File: config.mk
export PLATFORM = sky130hd
export DESIGN_NAME = dir_write_counter_flat
export DESIGN_NICKNAME = d
export VERILOG_FILES = /design/src/rtl/dir_write_counter_pkg.sv /design/src/rtl/dir_write_counter_if.sv /design/src/rtl/dir_write_counter_updown.sv /design/src/rtl/dir_write_counter.sv /design/src/flat_wrapper.sv
export SDC_FILE = /design/constraint.sdc
export NUM_CORES = 1
export LEC_CHECK = 0
export CORE_MARGIN = 2
export CORE_UTILIZATION = 41
export CTS_CLUSTER_SIZE = 28
export DETAILED_ROUTE_END_ITERATION = 7
export PLACE_DENSITY = 0.71
export SLEW_MARGIN = 20
export SYNTH_ARGS = -nofsm -noshare
export SYNTH_HDL_FRONTEND = slang
export SYNTH_SLANG_ARGS = --single-unit
File: constraint.sdc
create_clock -name clk -period 1.65 [get_ports clk]
set_clock_uncertainty 0.05 [all_clocks]
set_input_delay 0.33 -clock clk [delete_from_list [all_inputs] [get_ports clk]]
set_output_delay 0.33 -clock clk [all_outputs]
set_load 0.005 [all_outputs]
File: src/rtl/dir_write_counter_pkg.sv
// dir_write_counter_pkg
//   Shared definitions for the write-address sequencer that feeds the
//   Dir_escritura decoder: FSM state encoding, the default RTC register
//   window and a helper returning the first address of a burst.
//   No ports (package).
package dir_write_counter_pkg;

  typedef enum logic [1:0] {
    S_IDLE = 2'b00,
    S_RUN  = 2'b01,
    S_DONE = 2'b10
  } state_t;

  // Default RTC register window, shared with the decoder wrapper.
  localparam int RTC_WIN_MIN = 0;
  localparam int RTC_WIN_MAX = 8;

  // Ascending bursts begin at the low bound, descending at the high bound.
  function automatic int start_addr(input logic up, input int lo, input int hi);
    return up ? lo : hi;
  endfunction

endpackage

File: src/rtl/dir_write_counter_if.sv
// dir_write_counter_if
//   Control/address bundle between a burst controller (master) and the
//   address sequencer (slave).
//   master -> slave : start, dir_up, advance, stop
//   slave -> master : binary_out[ADDR_W], en_out, busy, done
interface dir_write_counter_if #(parameter int ADDR_W = 4);

  logic              start;
  logic              dir_up;
  logic              advance;
  logic              stop;
  logic [ADDR_W-1:0] binary_out;
  logic              en_out;
  logic              busy;
  logic              done;

  modport master (
    output start, dir_up, advance, stop,
    input  binary_out, en_out, busy, done
  );

  modport slave (
    input  start, dir_up, advance, stop,
    output binary_out, en_out, busy, done
  );

endinterface

File: src/rtl/dir_write_counter_updown.sv
// updown_mod_counter
//   Loadable up/down address counter bounded by [MIN_ADDR..MAX_ADDR].
//   clk, reset     : clock, async active-high reset (count -> 0)
//   load/load_value: synchronous load, has priority over step
//   step, dir      : move one address, dir=1 up, dir=0 down
//   count          : registered current address
//   terminal       : count sits on the last address for direction dir
module updown_mod_counter #(
  parameter int ADDR_W   = 4,
  parameter int MIN_ADDR = 0,
  parameter int MAX_ADDR = 8
) (
  input  logic              clk,
  input  logic              reset,
  input  logic              load,
  input  logic [ADDR_W-1:0] load_value,
  input  logic              step,
  input  logic              dir,
  output logic [ADDR_W-1:0] count,
  output logic              terminal
);

  logic [ADDR_W-1:0] count_q, count_d;

  always_comb begin
    count_d = count_q;
    if (load) begin
      count_d = load_value;
    end else if (step) begin
      count_d = dir ? count_q + 1'b1 : count_q - 1'b1;
    end
  end

  always_ff @(posedge clk or posedge reset) begin
    if (reset) begin
      count_q <= '0;
    end else begin
      count_q <= count_d;
    end
  end

  // Decoded from the register only, so it never depends on live inputs.
  assign terminal = dir ? (count_q == ADDR_W'(MAX_ADDR))
                        : (count_q == ADDR_W'(MIN_ADDR));
  assign count    = count_q;

endmodule

File: src/rtl/dir_write_counter.sv
// dir_write_counter
//   Steps the write-address decoder through [MIN_ADDR..MAX_ADDR], one
//   address per advance strobe, ascending or descending, optionally wrapping.
//   clk   : system clock, rising edge
//   reset : asynchronous active-high reset
//   bus   : slave side of dir_write_counter_if
//           (start, dir_up, advance, stop in; binary_out, en_out, busy, done out)
//
//   state  | meaning
//   -------+-----------------------------------------------------------
//   S_IDLE | no burst; en_out low, binary_out holds last address
//   S_RUN  | burst active; en_out high, address moves on advance
//   S_DONE | single-pass burst finished; done pulses for one cycle
module dir_write_counter
  import dir_write_counter_pkg::*;
#(
  parameter int ADDR_W   = 4,
  parameter int MIN_ADDR = RTC_WIN_MIN,
  parameter int MAX_ADDR = RTC_WIN_MAX,
  parameter int WRAP     = 0
) (
  input  logic               clk,
  input  logic               reset,
  dir_write_counter_if.slave bus
);

  state_t            state_q, state_d;
  logic              dir_q, dir_d;
  logic              en_q, en_d;
  logic              busy_q, busy_d;
  logic              done_q, done_d;

  logic              cnt_load;
  logic [ADDR_W-1:0] cnt_load_value;
  logic              cnt_step;
  logic [ADDR_W-1:0] cnt_value;
  logic              cnt_terminal;

  updown_mod_counter #(
    .ADDR_W   (ADDR_W),
    .MIN_ADDR (MIN_ADDR),
    .MAX_ADDR (MAX_ADDR)
  ) u_cnt (
    .clk        (clk),
    .reset      (reset),
    .load       (cnt_load),
    .load_value (cnt_load_value),
    .step       (cnt_step),
    .dir        (dir_q),
    .count      (cnt_value),
    .terminal   (cnt_terminal)
  );

  always_comb begin
    state_d        = state_q;
    dir_d          = dir_q;
    cnt_load       = 1'b0;
    cnt_step       = 1'b0;
    cnt_load_value = ADDR_W'(start_addr(dir_q, MIN_ADDR, MAX_ADDR));
    case (state_q)
      S_IDLE: begin
        if (bus.start) begin
          dir_d          = bus.dir_up;
          cnt_load       = 1'b1;
          cnt_load_value = ADDR_W'(start_addr(bus.dir_up, MIN_ADDR, MAX_ADDR));
          state_d        = S_RUN;
        end
      end
      S_RUN: begin
        // stop wins over a coincident advance
        if (bus.stop) begin
          state_d = S_IDLE;
        end else if (bus.advance) begin
          if (cnt_terminal) begin
            if (WRAP != 0) begin
              cnt_load = 1'b1;
            end else begin
              state_d = S_DONE;
            end
          end else begin
            cnt_step = 1'b1;
          end
        end
      end
      S_DONE:  state_d = S_IDLE;
      default: state_d = S_IDLE;
    endcase
    // Outputs follow the next state so they are registered alongside it.
    en_d   = (state_d == S_RUN);
    busy_d = (state_d != S_IDLE);
    done_d = (state_d == S_DONE);
  end

  always_ff @(posedge clk or posedge reset) begin
    if (reset) begin
      state_q <= S_IDLE;
      dir_q   <= 1'b1;
      en_q    <= 1'b0;
      busy_q  <= 1'b0;
      done_q  <= 1'b0;
    end else begin
      state_q <= state_d;
      dir_q   <= dir_d;
      en_q    <= en_d;
      busy_q  <= busy_d;
      done_q  <= done_d;
    end
  end

  assign bus.binary_out = cnt_value;
  assign bus.en_out     = en_q;
  assign bus.busy       = busy_q;
  assign bus.done       = done_q;

endmodule
File: src/flat_wrapper.sv
// flat-port wrapper written by rule: the top's interface ports become plain ports
module dir_write_counter_flat import dir_write_counter_pkg::*;
#(
  parameter int ADDR_W   = 4,
  parameter int MIN_ADDR = RTC_WIN_MIN,
  parameter int MAX_ADDR = RTC_WIN_MAX,
  parameter int WRAP     = 0
)
  (clk, reset, bus_start, bus_dir_up, bus_advance, bus_stop, bus_binary_out, bus_en_out, bus_busy, bus_done);
  dir_write_counter_if #(.ADDR_W(ADDR_W)) bus_i ();
  input  logic clk;
  input  logic reset;
  input wire logic [$bits(bus_i.start)-1:0] bus_start;
  input wire logic [$bits(bus_i.dir_up)-1:0] bus_dir_up;
  input wire logic [$bits(bus_i.advance)-1:0] bus_advance;
  input wire logic [$bits(bus_i.stop)-1:0] bus_stop;
  output wire logic [$bits(bus_i.binary_out)-1:0] bus_binary_out;
  output wire logic [$bits(bus_i.en_out)-1:0] bus_en_out;
  output wire logic [$bits(bus_i.busy)-1:0] bus_busy;
  output wire logic [$bits(bus_i.done)-1:0] bus_done;
  assign bus_i.start = bus_start;
  assign bus_i.dir_up = bus_dir_up;
  assign bus_i.advance = bus_advance;
  assign bus_i.stop = bus_stop;
  assign bus_binary_out = bus_i.binary_out;
  assign bus_en_out = bus_i.en_out;
  assign bus_busy = bus_i.busy;
  assign bus_done = bus_i.done;
  dir_write_counter #(.ADDR_W(ADDR_W), .MIN_ADDR(MIN_ADDR), .MAX_ADDR(MAX_ADDR), .WRAP(WRAP)) u_core (.clk(clk), .reset(reset), .bus(bus_i));
endmodule
-- Word level (Yosys, flattened, before mapping)
Cells that the tools add are included.
- register bits after elaboration: 10
- input port bits: 6
- output and inout bits: 7
- logic and storage cells: 36
- add/sub/neg operators: 2
- equality and inequality tests: 4
- muxes and demuxes: 19
- reduce and logical (&&, ||, !) cells: 5
- operator list (cell ; number):
    4-bit two-way mux ; 7
    2-bit two-way mux ; 4
    1-bit two-way mux ; 7
    4-bit by 1-bit adder with 4-bit output, second input constant ; 1
    2-bit by 1-bit equality test with 1-bit output, second input constant ; 2
    4-bit equality test, second input constant ; 1
    4-bit logical NOT ; 1
    2-bit one-hot mux with 2 select lines ; 1
    2-bit nonzero test ; 2
    4-bit by 1-bit subtractor with 4-bit output, second input constant ; 1
    2-bit equality test, second input constant ; 1
    2-bit logical NOT ; 1
    2-bit AND reduction ; 1

-- Longest topological paths before layout
Gate-level depths: netlist (run 1).
- depth after elaboration: 8
- gate-level depth with buffers: 6
- gate-level depth less buffers: 6

-- By module
From an unflattened synthesis (run 1), not the netlist that was laid out.
- cell total of the unflattened synthesis: 56
- area total of the unflattened synthesis: 623.1 sq um
- by module, submodules not included (module ; instances ; cells an instance ; area an instance (sq um) ; sequential area each (sq um)):
    updown_mod_counter ; 1 ; 34 ; 345.3 ; 100.1
    dir_write_counter ; 1 ; 22 ; 277.8 ; 151.4

-- Worst setup path before layout (run 1)
No wires, ideal clock.
- path kind: flip-flop to flip-flop
- from: reg u_core.dir_q
- to: reg u_core.u_cnt.count_q[3], in the netlist u_core.u_cnt.count[3]
- arrival: 1.598 ns
- required time: 1.520 ns
- slack: -0.079 ns
- stages on the path, launching flop included: 7
- period minus slack after synthesis: 1.729 ns
- path through: dfstp_2 > inv_1 > ha_1 > nand3_1 > and3_1 > or2_2 > o211ai_2
- word-level cells in the longest chain between the ends: 6
- elaborated cells on any way between the ends: 12
- RTL lines (element ; line ; text):
    start: declaration ; dir_write_counter.sv:28 ; logic dir_q, dir_d;
    start signal: assignment ; dir_write_counter.sv:103 ; dir_q <= dir_d;
    1-bit two-way mux ; dir_write_counter_updown.sv:43 ; assign terminal = dir ? (count_q == ADDR_W'(MAX_ADDR))
    1-bit two-way mux ; dir_write_counter.sv:74 ; if (cnt_terminal) begin
    1-bit two-way mux ; dir_write_counter.sv:73 ; end else if (bus.advance) begin
    1-bit two-way mux ; dir_write_counter.sv:71 ; if (bus.stop) begin
    1-bit two-way mux ; dir_write_counter.sv:60 ; case (state_q)
    2-bit nonzero test (no line) ; - ;
    end signal: assignment ; dir_write_counter_updown.sv:38 ; count_q <= count_d;
    end: declaration ; dir_write_counter_updown.sv:23 ; logic [ADDR_W-1:0] count_q, count_d;
Several ways; a longest one is shown, not always the timed one. The select of a mux whose other input is x is not followed.
A chain may end at the register's enable or synchronous reset.

-- Worst setup path after layout (run 1)
Ends and elaborated chain as after synthesis.

==> impl_metrics.py, run 1 <==
metrics = {
    "routing": {
        "postRouteAntennaNets": 0,
        "vias": 479,
        "wl_per_cell_um": 13.8,
        "drt-total-wl_um": 1290,
        "routed_via_density": 5.15,
        "drcViolationCount": 0,
        "drtIter0Drc": 8,
        "first_pass_iters": 4,
    },
    "logic_synthesis": {
        "syn-num-nets": 61,
        "ys_ff_latch": 10,
        "yosysMostFrequentCell": "dfrtp_1",
        "ys_async_sr_fraction_pct": 100,
        "yosys.area.top_type": "dfrtp_1",
        "ys.warnings.count": 0,
        "synth_area_per_cell_sq_um": 10.3,
        "syn-cell-area_sq_um": 536,
        "synth_edf_count": 0,
        "synth_ff_type": "dfrtp_1",
        "synth_area_leaders": "dfrtp_1, nand2_1, dfstp_2",
        "synthDistinctLibCells": 25,
        "yosysSeqAreaShare_pct": 47.0,
        "synth_top_area_share_pct": 42.1,
        "netlist_instances": 52,
        "synth_commonest_cells": "dfrtp_1, nand2_1",
    },
    "global_route": {
        "gr-total-overflow": 0,
        "met1_usage_pct": 20.1,
        "grtUsageMet3_pct": 4.44,
        "grt_max_degree": 11,
        "use_met2_pct": 33.5,
        "grt_antenna_before_repair": 0,
        "grt-busiest-layer": "met2",
        "grt_pass1_vias": 467,
        "grt_usage_pct": 20.1,
        "grt_pass1_wl_um": 1950,
    },
    "critical_path": {
        "critical_path_required_ns": 1.79,
        "end_kind": "register",
        "cp.arrival_ns": 1.79,
        "critPathMaxFanout": 6,
        "setup.worst_path.start_class": "register",
        "critical_path_class": "reg2reg",
    },
    "clock_network": {
        "h-tree-depth": 1,
        "cts_buffers": 3,
        "clock_path_buffers": 2,
        "cts_sinks": 10,
        "root_buffer": "clkbuf_4",
        "clk_pin_slew_worst_paths_ns": 0.06,
        "cts_tree": "done",
        "insertion_delay_ns": 0.27,
    },
    "placed_design": {
        "gp_congestion": 0.720,
        "io_buffers": 12,
        "dpl_worst_slack_ns": -0.0785,
        "hpwl_um": 921,
    },
    "floorplan": {
        "io_pins": 13,
        "die_w_um": 40.1,
        "dieArea_sq_um": 1610,
        "die_y_um": 40.1,
        "initial_utilization_pct": 42.8,
        "num_rows": 13,
        "core_area_sq_um": 1250,
    },
    "timing": {
        "fmax_ghz": 0.607,
        "slew_viol_final": 0,
        "setup_viol": 0,
        "worst_pin_slew_ns": 0.358,
        "holdWs_ns": 0.281,
        "finalCriticalPeriod_ns": 1.65,
        "rsz0062_at_grt": "yes",
        "finalHoldViolCount": 0,
        "finalCritPeriodShare_pct": 99.8,
        "slew_headroom_pct": 76.1,
        "fin_ws_ns": 0.00372,
    },
    "final_layout": {
        "fillCellCount": 97,
        "drive_above_1_share_pct": 35.9,
        "fin_nets": 88,
        "multiInputGateArea_sq_um": 308,
        "seq_area_sq_um": 254,
        "area_growth_pct": 54.9,
        "antenna_cells": 0,
    },
    "power": {
        "p_per_area_nw_per_um2": 1940,
        "leakage_nw": 0.390,
        "power_mw": 1.61,
        "ir_drop_mv": 0.950,
    },
    "run": {
        "maxCapViolCount": 0,
    },
    "min_path": {
        "hold_path.class": "in2async",
    },
    "outcome": {
        "outcome": "completed",
    },
}
[sequential cells by signal, summed over array words and instances (netlist names)]
name                count
u_core.bus.busy         1
u_core.bus.done         1
u_core.bus.en_out       1
u_core.dir_q            1
u_core.state_q          2
u_core.u_cnt.count      4
[cell usage in the layout (no fill, tap or decap), drive strengths merged, types with 2 or more instances in the layout]
master         synthesis  layout
nor3                   2       2
buf                    0      11
inv                    3       3
clkdlybuf4s50          0      11
clkbuf                 1       4
nand2b                 2       2
a21oi                  3       3
xor2                   2       2
ha                     2       2
nand3                  3       3
nand2                  8       8
nor2                   3       3
dfrtp                  9       9
o211ai                 2       2
[power by group]
group	leakage, nW	switching [mW]	internal, mW
clock	0.0150	0.0853	0.0936
combinational	0.251	0.398	0.580
sequential	0.123	0.0970	0.354
total	0.390	0.581	1.03
[final timing paths]
| kind | cells after the start | slack (ns) | endpoint | start |
|---|---|---|---|---|
| worst max-delay path | 6 | 0.004 | u_core.u_cnt.count[3]$_DFFE_PP0P_ | u_core.dir_q$_DFFE_PP1P_ |
| worst min-delay path | 2 | 0.28 | u_core.state_q[1]$_DFF_PP0_ | reset |
| worst max register to register | 6 | 0.004 | u_core.u_cnt.count[3]$_DFFE_PP0P_ | u_core.dir_q$_DFFE_PP1P_ |
| worst min register to register | 1 | 0.46 | u_core.bus.busy$_DFF_PP0_ | u_core.state_q[1]$_DFF_PP0_ |
| max in group asynchronous | 2 | 0.97 | u_core.dir_q$_DFFE_PP1P_ | reset |
| min in group clk | 1 | 0.46 | u_core.bus.busy$_DFF_PP0_ | u_core.state_q[1]$_DFF_PP0_ |
[area by class of cell]
| class | count | area share [%] |
|---|---|---|
| Inverter | 3 | 1.66 |
| Multi-Input combinational cell | 38 | 37.1 |
| Clock buffer | 4 | 3.17 |
| Timing Repair Buffer | 23 | 25.2 |
| Sequential cell | 10 | 30.6 |
| Tap cell | 15 | 2.26 |
[worst max-delay path, cell delays in order (launching register included)]
cell      delay (ns)
dfstp_2         0.57
inv_4           0.06
ha_4            0.27
nand3_2         0.08
and3_4          0.19
or2_4           0.22
o211ai_2        0.12
[kinds of logic after synthesis]
kind of cell	count (synthesis)	synth area share, %
compound gates	9	13.8
xor+xnor	2	3.27
buf+inv	4	2.80
fa+ha+maj	3	8.41
mux	1	1.87
flops	10	47.0
simple gates	23	22.9
[layer usage]
layer / part of all wire, % / vias up
met5: 0 / -
met4: 3.0 / 0
met3: 5.8 / 4
met2: 53 / 17
met1: 39 / 229
li1: - / 229
[through the flow]
step | util [%] | cell area, sq um | instances | setup TNS (ns)
final | 66.2 | 830 | 93 | 0
after floorplan | - | 548 | 52 | 0
after CTS | 65.3 | 818 | 93 | 0
after detailed placement | 59.9 | 751 | 87 | -0.109
after global routing | 66.2 | 830 | 93 | -0.0434
after global placement | 59.9 | 751 | 87 | -0.0239
[timing repair]
action                                  CTS  global route
gates resized for setup                   8             3
endpoints found under the setup margin    4             5
cloned                                    0             0
hold buffers                              0             0
buffers inserted                          2             0
pin swaps                                 4             2
(Power assumes the default switching activity.)
==> run 2: changes to the inputs <==
--- a/config.mk
+++ b/config.mk
@@ -10,7 +10,6 @@
 export CTS_CLUSTER_SIZE = 28
 export DETAILED_ROUTE_END_ITERATION = 7
 export PLACE_DENSITY = 0.71
-export SLEW_MARGIN = 20
 export SYNTH_ARGS = -nofsm -noshare
 export SYNTH_HDL_FRONTEND = slang
 export SYNTH_SLANG_ARGS = --single-unit
==> results of run 2 <==
The final DEF is identical to that of run 1; final timing and power are the same.
